### src/rtl/systolic_pkg.sv
// Shared definitions for the systolic array result path: accumulator width, drain FSM encoding
// and the drain-index to (row, col) mapping.
package systolic_pkg;

    function automatic int calc_o_bits(input int i_bits, input int dimension);
        return (i_bits * 2) + $clog2(dimension);
    endfunction

    typedef enum logic {
        COLLECT = 1'b0,
        DRAIN   = 1'b1
    } drain_state_t;

    // Column-major makes the row index vary fastest.
    function automatic int elem_row(input int idx, input int dimension, input bit col_major);
        return col_major ? (idx % dimension) : (idx / dimension);
    endfunction

    function automatic int elem_col(input int idx, input int dimension, input bit col_major);
        return col_major ? (idx / dimension) : (idx % dimension);
    endfunction

endpackage

### src/rtl/systolic_result_drain.sv
// Snapshots each PE accumulator on its finish pulse, then streams the whole frame out.
// Latency: o_valid one cycle after the last missing finish bit; one word per cycle while i_ready.
// Backpressure: i_ready low freezes the current word; SYSTOLIC_DRAIN_COLMAJOR_EN selects column-major order.
module systolic_result_drain
    import systolic_pkg::*;
#(
    parameter int DIMENSION = 4,
    parameter int I_BITS    = 8,
    parameter int O_BITS    = calc_o_bits(I_BITS, DIMENSION)
) (
    input  logic                                   i_clock,
    input  logic                                   i_reset,
    input  logic [DIMENSION*DIMENSION*O_BITS-1:0]  i_c,
    input  logic [DIMENSION*DIMENSION-1:0]         i_finish,
    output logic [O_BITS-1:0]                      o_data,
    output logic                                   o_valid,
    input  logic                                   i_ready,
    output logic [$clog2(DIMENSION)-1:0]           o_row,
    output logic [$clog2(DIMENSION)-1:0]           o_col,
    output logic                                   o_last,
    output logic                                   o_busy,
    output logic                                   o_overrun
);

    localparam int N     = DIMENSION * DIMENSION;
    localparam int IDX_W = $clog2(N);
    localparam int RC_W  = $clog2(DIMENSION);

`ifdef SYSTOLIC_DRAIN_COLMAJOR_EN
    localparam bit COL_MAJOR = 1'b1;
`else
    localparam bit COL_MAJOR = 1'b0;
`endif

    drain_state_t        state_q, state_d;
    logic [N-1:0]        got_q, got_d;
    logic [IDX_W-1:0]    idx_q, idx_d;
    logic                overrun_q, overrun_d;
    logic                capture_en;
    logic                handshake;
    logic                final_hs;
    logic [O_BITS-1:0]   result_buf [N];

    logic [RC_W-1:0]     cur_row;
    logic [RC_W-1:0]     cur_col;
    logic [IDX_W-1:0]    cur_k;

    assign cur_row = RC_W'(elem_row(int'(idx_q), DIMENSION, COL_MAJOR));
    assign cur_col = RC_W'(elem_col(int'(idx_q), DIMENSION, COL_MAJOR));
    assign cur_k   = IDX_W'(int'(cur_row) * DIMENSION + int'(cur_col));

    assign handshake = (state_q == DRAIN) && i_ready;
    assign final_hs  = handshake && (idx_q == IDX_W'(N - 1));

    always_ff @(posedge i_clock or posedge i_reset) begin
        if (i_reset) begin
            state_q <= COLLECT;
        end else begin
            state_q <= state_d;
        end
    end

    always_comb begin
        state_d    = state_q;
        got_d      = got_q;
        idx_d      = idx_q;
        overrun_d  = overrun_q;
        capture_en = 1'b0;
        case (state_q)
            COLLECT: begin
                capture_en = 1'b1;
                got_d      = got_q | i_finish;
                idx_d      = '0;
                if (|(got_q & i_finish)) begin
                    overrun_d = 1'b1;
                end
                if (&(got_q | i_finish)) begin
                    state_d = DRAIN;
                end
            end
            DRAIN: begin
                if (final_hs) begin
                    // Pulses on the closing beat seed the next frame's mask.
                    capture_en = 1'b1;
                    got_d      = i_finish;
                    idx_d      = '0;
                    state_d    = COLLECT;
                end else begin
                    if (handshake) begin
                        idx_d = idx_q + 1'b1;
                    end
                    if (|i_finish) begin
                        overrun_d = 1'b1;
                    end
                end
            end
            default: begin
                state_d = COLLECT;
            end
        endcase
    end

    always_ff @(posedge i_clock or posedge i_reset) begin
        if (i_reset) begin
            got_q     <= '0;
            idx_q     <= '0;
            overrun_q <= 1'b0;
        end else begin
            got_q     <= got_d;
            idx_q     <= idx_d;
            overrun_q <= overrun_d;
        end
    end

    always_ff @(posedge i_clock or posedge i_reset) begin
        if (i_reset) begin
            for (int k = 0; k < N; k++) begin
                result_buf[k] <= '0;
            end
        end else begin
            for (int k = 0; k < N; k++) begin
                if (capture_en && i_finish[k]) begin
                    result_buf[k] <= i_c[k*O_BITS +: O_BITS];
                end
            end
        end
    end

    // o_data reads the registered buffer, so the closing beat still shows the old word.
    assign o_data    = result_buf[cur_k];
    assign o_row     = cur_row;
    assign o_col     = cur_col;
    assign o_valid   = (state_q == DRAIN);
    assign o_busy    = (state_q == DRAIN);
    assign o_last    = (state_q == DRAIN) && (idx_q == IDX_W'(N - 1));
    assign o_overrun = overrun_q;

endmodule
### config.mk
export PLATFORM = sky130hd
export DESIGN_NAME = systolic_result_drain
export DESIGN_NICKNAME = d
export VERILOG_FILES = /design/src/rtl/systolic_pkg.sv /design/src/rtl/systolic_result_drain.sv
export SDC_FILE = /design/constraint.sdc
export NUM_CORES = 1
export LEC_CHECK = 0
export ABC_AREA = 1
export CAP_MARGIN = 5
export CORE_ASPECT_RATIO = 1.2
export CORE_UTILIZATION = 45
export CTS_BUF_LIST = sky130_fd_sc_hd__clkbuf_4 sky130_fd_sc_hd__clkbuf_8
export DETAILED_ROUTE_END_ITERATION = 10
export GPL_ROUTABILITY_DRIVEN = 1
export PLACE_DENSITY = 0.77
export SLEW_MARGIN = 20
export SYNTH_ARGS = -nofsm -noshare
export SYNTH_HDL_FRONTEND = slang
export SYNTH_SLANG_ARGS = --single-unit
### constraint.sdc
create_clock -name i_clock -period 18.6 [get_ports i_clock]
set_input_delay 3.72 -clock i_clock [delete_from_list [all_inputs] [get_ports i_clock]]
set_output_delay 3.72 -clock i_clock [all_outputs]
set_load 0.05 [all_outputs]
==> metrics, run 1 <==
CTS Sinks 310; max cap viols 0; number of port buffers around 330; CP max stage delay between 0.8 and 0.9 ns; CTS tree done; synthesized area 15000 µm²; Setup Viol. Count Final 0; CTS max path bufs 3; status finished clean; hpwl dp 39.2 mm; Power Density 169 nW/µm²; Setup Fix Bufs, Post-CTS 0; most frequent cell on the critical path nand2_1; first-pass GRT wire length roughly 84 mm; Die Span Y about 200 µm; data arrival time of the worst path approximately 4.6 ns; Worst Setup Path Type flop to output pin; maximum vdd ir drop approximately 0.15 mV; Initial DRT Pass Iterations 5; Mapped Nets around 2300; post-cts sizing count 0; Clock H-tree levels 2; Yosys reg bits 310; Max Freq 120 MHz; wire per inst 20.2 µm; post-route minimum period 8.32 ns; Yosys warnings 0; reg2reg path depth 10; final net count 2551; Die ar. approximately 34000 µm²; Rel. slew slack between 20% and 30%; Syn Area/Cell ~7.6 µm²; Initial Utilization between 40% and 50%; cells along the critical path inv_4 -> buf_4 -> nand2_1 -> nand3_1 -> nand2_1 -> a21oi_1 -> nand2_1 -> nand2_1 -> clkdlybuf4s50_1; RSZ-0062 raised after global routing false; Critical-path top delay cell clkdlybuf4s50_1; die width about 170 µm; Row Count 72; post-route insts no fill approximately 2700; drc violations 0; Tcrit/Tclk final around 45%; crit-path max FO 79; worst min path class flop to flop; Syn Inst Count between 1500 and 2000; DR iter-0 viols 1542; vias in the first global route ~15000; count of cell types in the netlist 24; filler instances 2895; Setup crit start kind flop; hold_ws 0.467 ns; CTS Buf Count between 40 and 50; Max Transition Viols Final 0; RD Place Congestion about 0.94; Fin. Hold Viols 0; Ports 333; share of cells above drive strength 1 ~5.8%; clock-pin slew on the worst setup and hold paths approximately 0.060 ns; largest net degree at the start of global routing 122; Worst EP required between 10 and 15 ns; hold_buf cts 0; post-synthesis sequential area ratio between 50% and 60%; DRT antenna net count 0; commonest cells after routing, fill and taps aside nand2_1 (842), nand3_1 (335), clkdlybuf4s50_1 (332); via count 15200; Layout area overhead 30.0%; Critical Path Sink Type output pin; clock root buffer clkbuf_8; Clock Skews between 0.04 and 0.05 ns; most common cell after layout, fill and taps aside nand2_1; Slew @ Worst Pin around 1.1 ns; Pleak between 9 and 10 nW; Routed WL roughly 55 mm; remaining global-route overflow 0; antenna violations before repair 1; final setup TNS 0 ns; clk_lat worst skew roughly 0.60 ns; GRT Overall Usage 32.4%; core box area approximately 33000 µm²; Via density about 5.6; WHS Path Cells 2; Inst Count DP about 2600
synthesized netlist by cell type (all sizes together):
library cell / count / area [µm²]
nand2: 854 / 3290
nand3: 335 / 1680
dfrtp: 310 / 7760
nor2: 131 / 494
o21ai: 76 / 380
a21oi: 73 / 365
clkbuf: 73 / 275
buf: 63 / 309
o211ai: 36 / 270
inv: 10 / 37.5
or2: 9 / 56.3
nor3: 4 / 20.0
nand4: 2 / 12.5
clkinv: 1 / 3.75
ha: 1 / 12.5
xor2: 1 / 8.76
cells by family after synthesis:
family	synth area share [%]
DFF	51.8
AOI/OAI and AO/OA	6.79
and+or+nand+nor	37.1
adders and majority gates	0.0836
xor gates and xnor gates	0.0585
buffers and inverters	4.18
registers in the layout (all words and copies together) (netlist names):
name / flops
o_overrun: 1
o_busy: 1
result_buf: 288
got_q: 16
idx_q: 4
power breakdown:
part	leakage, nW	switching (W)	total, W	internal [W]
Sequential	3.73	0.000266	0.00127	0.00100
Combinational	5.25	0.000952	0.00141	0.000459
Clock	0.555	0.000270	0.000610	0.000339
per-layer routing:
layer	GRT usage [%]	wire length, µm	vias to the layer above
met2	51.5	25500	851
met4	18.7	3340	0
met5	0	0	-
met3	5.89	5030	177
li1	-	-	6964
met1	41.7	21100	7174
final cells by class:
cell class | count | area, µm² | area share, %
Sequential cell | 310 | 7760 | 39.9
Multi-Input combinational cell | 1522 | 6600 | 33.9
Timing Repair Buffer | 349 | 3450 | 17.7
Antenna cell | 1 | 2.50 | 0.0129
Clock buffer | 80 | 1000 | 5.14
Inverter | 11 | 51.3 | 0.264
Clock inverter | 6 | 40.0 | 0.206
Tap cell | 444 | 556 | 2.85
worst max-delay path: cells and delay by family (launching register included):
family,cells,cell delay [ns]
AO/OA/AOI/OAI,1,0.31
AND/OR/NAND/NOR,5,0.57
buffers and inverters,3,2.27
flip-flops,1,0.75
worst paths after layout:
check / slack, ns / startpoint / to
setup / recovery: 10.28 / idx_q[0] / o_data[17]
hold / removal: 0.47 / result_buf[261] / result_buf[261]
setup reg to reg: 13.69 / idx_q[0] / result_buf[167]
hold reg to reg: 0.47 / result_buf[261] / result_buf[261]
max in group asynchronous: 13.29 / i_reset / idx_q[0]
min in group asynchronous: 3.66 / i_reset / result_buf[138]
metrics by stage:
| step | util [%] | setup slack, ns | total power (W) | area, µm² |
|---|---|---|---|---|
| 6_report | 59.9 | 10.28 | 0.00329 | 19500 |
| 5_1_grt | 59.9 | 10.15 | 0.00347 | 19500 |
| 4_1_cts | 59.8 | 10.42 | 0.00326 | 19500 |
| 3_5_place_dp | 56.6 | 10.89 | 0.00264 | 18400 |
| 3_3_place_gp | 56.6 | 10.96 | 0.00262 | 18400 |
| 2_1_floorplan | - | 6.31 | 0.00208 | 15000 |
(Power assumes the default switching activity.)
==> run 2, diff against run 1 <==
==> constraint.sdc (replaced) <==
create_clock -name i_clock -period 8 [get_ports i_clock]
set_input_delay 1.6 -clock i_clock [delete_from_list [all_inputs] [get_ports i_clock]]
set_output_delay 1.6 -clock i_clock [all_outputs]
set_load 0.05 [all_outputs]
==> metrics, run 2 (synthesis results as in run 1) <==
DR iter-0 viols 1616 (was 1542); Sw Ratio 44.6% (was 45.3%); Slew @ Worst Pin 1.08 ns (about the same); number of port buffers 332 (unchanged); pre-CTS setup slack 2.90 ns (was 10.89 ns); clock root buffer clkbuf_8 (unchanged); Worst Setup Path Type flop to output pin (unchanged); crit-path max FO 98 (was 79); final net count 2550 (was 2551); Critical Path Sink Type output pin (unchanged); max cap viols 0 (unchanged); biggest regs result_buf (288), got_q (16), idx_q (4) (unchanged); hold_buf cts 0 (unchanged); placed instance area 18400 µm² (about the same); CTS Buf Count 50 (was 49); Ports 333 (unchanged); Crit Reg-Reg Startpoint idx_q[1] (was idx_q[0]); RSZ-0062 raised after global routing false (unchanged); final setup TNS 0 ns (unchanged); cell internal pwr 0.00427 W (was 0.00180 W); drc violations 0 (unchanged); Setup Viol. Count Final 0 (unchanged); Comb power frac 42.5% (was 42.9%); via count 15100 (was 15200); hold_ws 0.470 ns (was 0.467 ns); clk_lat worst skew 0.58 ns (was 0.60 ns); core box area 32500 µm² (unchanged); vias in the first global route 14400 (was 14800); RD Place Congestion 0.978 (was 0.937); Max Transition Viols Final 0 (unchanged); Tcrit/Tclk final a little under three quarters; final core utilization 60.2% (was 59.9%); Via density 5.54 (was 5.57); Power Density 394 nW/µm² (was 169 nW/µm²); Clock Skews 0.0252 ns (was 0.0409 ns); Die ar. 34000 µm² (unchanged); share of cells above drive strength 1 6.00% (was 5.75%); largest net degree at the start of global routing 155 (was 122); Initial DRT Pass Iterations 7 (was 5); CTS max path bufs 3 (unchanged); Worst Setup SP idx_q[0] (unchanged); max reg flops 288 (unchanged); hold wc startpoint result_buf[192] (was result_buf[261]); Fin. Hold Viols 0 (unchanged); Setup Fix Bufs, Post-CTS 0 (unchanged); P_sw 0.00344 W (was 0.00149 W); Pleak 9.59 nW (was 9.54 nW); CTS Sinks 310 (unchanged); Clock Power Share 19.7% (was 18.6%); Routed WL 53.8 mm (was 54.9 mm); Worst EP required 6.40 ns (was 14.88 ns); Final Cell Area 19600 µm² (was 19500 µm²); maximum vdd ir drop 0.331 mV (was 0.152 mV); die width 169 µm (unchanged); most common cell after layout, fill and taps aside nand2_1 (unchanged); Initial Utilization 46.0% (unchanged); worst setup margin 2.29 ns (was 10.28 ns); DRT antenna net count 0 (unchanged); post-route minimum period about 5.7 ns; remaining global-route overflow 0 (unchanged); Row Count 72 (unchanged); GRT Overall Usage 31.4% (was 32.4%); R2R Setup Slk 3.89 ns (was 13.69 ns); commonest cells after routing, fill and taps aside nand2_1 (842), nand3_1 (335), clkdlybuf4s50_1 (332) (unchanged); hpwl dp 37.9 mm (was 39.2 mm); sequential share of power 37.8% (was 38.5%); Largest Register result_buf (unchanged); Setup crit start kind flop (unchanged); Clock H-tree levels 2 (unchanged); reg-to-reg endpoint result_buf[114] (was result_buf[167]); first-pass GRT wire length 81.5 mm (was 84.0 mm); wire per inst 19.7 µm (was 20.2 µm); filler instances 2907 (was 2895); clock-pin slew on the worst setup and hold paths 0.06 ns (about the same); Rel. slew slack 27.7% (was 27.8%); post-cts sizing count 0 (unchanged); Layout area overhead 30.8% (was 30.0%); Die Span Y 202 µm (unchanged); Critical Path End o_data[3] (was o_data[17]); status finished clean (unchanged); worst min path class flop to flop (unchanged); antenna violations before repair 1 (unchanged); Max Freq roughly 180 MHz; reg2reg path depth 9 (was 10); CTS tree done (unchanged); data arrival time of the worst path 4.11 ns (was 4.60 ns)
## run 2: cell count changes in the layout (fill, tap and decap cells not counted), moves of 2 or more
cell	before	now
buf_4	16	13
clkbuf_8	64	69
clkinv_2	3	5
inv_6	2	0
## run 2: area by class of cell
cell class	count	area, µm²	area share (%)
antenna	1	2.50	0.0128
clock buffer	86	1080	5.50
clock inverter	7	62.6	0.320
inverter	11	47.5	0.243
multi-input combinational	1522	6600	33.7
sequential	310	7760	39.6
tap	444	556	2.84
timing repair buffer	347	3470	17.7
## run 2: worst min-delay path by stage
stage / to / slack (ns) / cells after the start
after global routing: result_buf[214] / 0.49 / 2
final: result_buf[192] / 0.47 / 2
after global placement: result_buf[104] / 0.45 / 2
after detailed placement: result_buf[104] / 0.45 / 2
after CTS: result_buf[104] / 0.47 / 2
after floorplan: result_buf[107] / 0.44 / 2
## run 2: metal layers
layer | up-vias | global-route usage [%] | wire length (µm)
met4 | 0 | 17.1 | 3090
met5 | - | 0 | 0
met2 | 829 | 50.2 | 25100
met3 | 147 | 5.17 | 4350
li1 | 6958 | - | -
met1 | 7175 | 40.9 | 21200
## run 2: worst max-delay path, cell delays in order (launching register included)
cell	delay, ns
dfrtp_4	0.77
buf_4	0.85
nand2_1	0.13
nand3_1	0.15
nand2_1	0.08
a21oi_1	0.41
nand2_1	0.10
nand2_1	0.12
clkdlybuf4s50_1	0.82
## run 2: metrics by stage
step | instances | total power (W)
3_5_place_dp | 2633 | 0.00613
6_report | 2728 | 0.00771
5_1_grt | 2728 | 0.00815
4_1_cts | 2726 | 0.00766
2_1_floorplan | 1979 | 0.00485
3_3_place_gp | 2633 | 0.00605
## run 2: power groups by stage
stage	registers (W)	clock network, W	logic [W]
after global placement	0.00288	0	0.00317
after floorplan	0.00268	0	0.00217
after CTS	0.00288	0.00153	0.00325
after global routing	0.00297	0.00160	0.00357
after detailed placement	0.00289	0	0.00323
final	0.00291	0.00152	0.00328
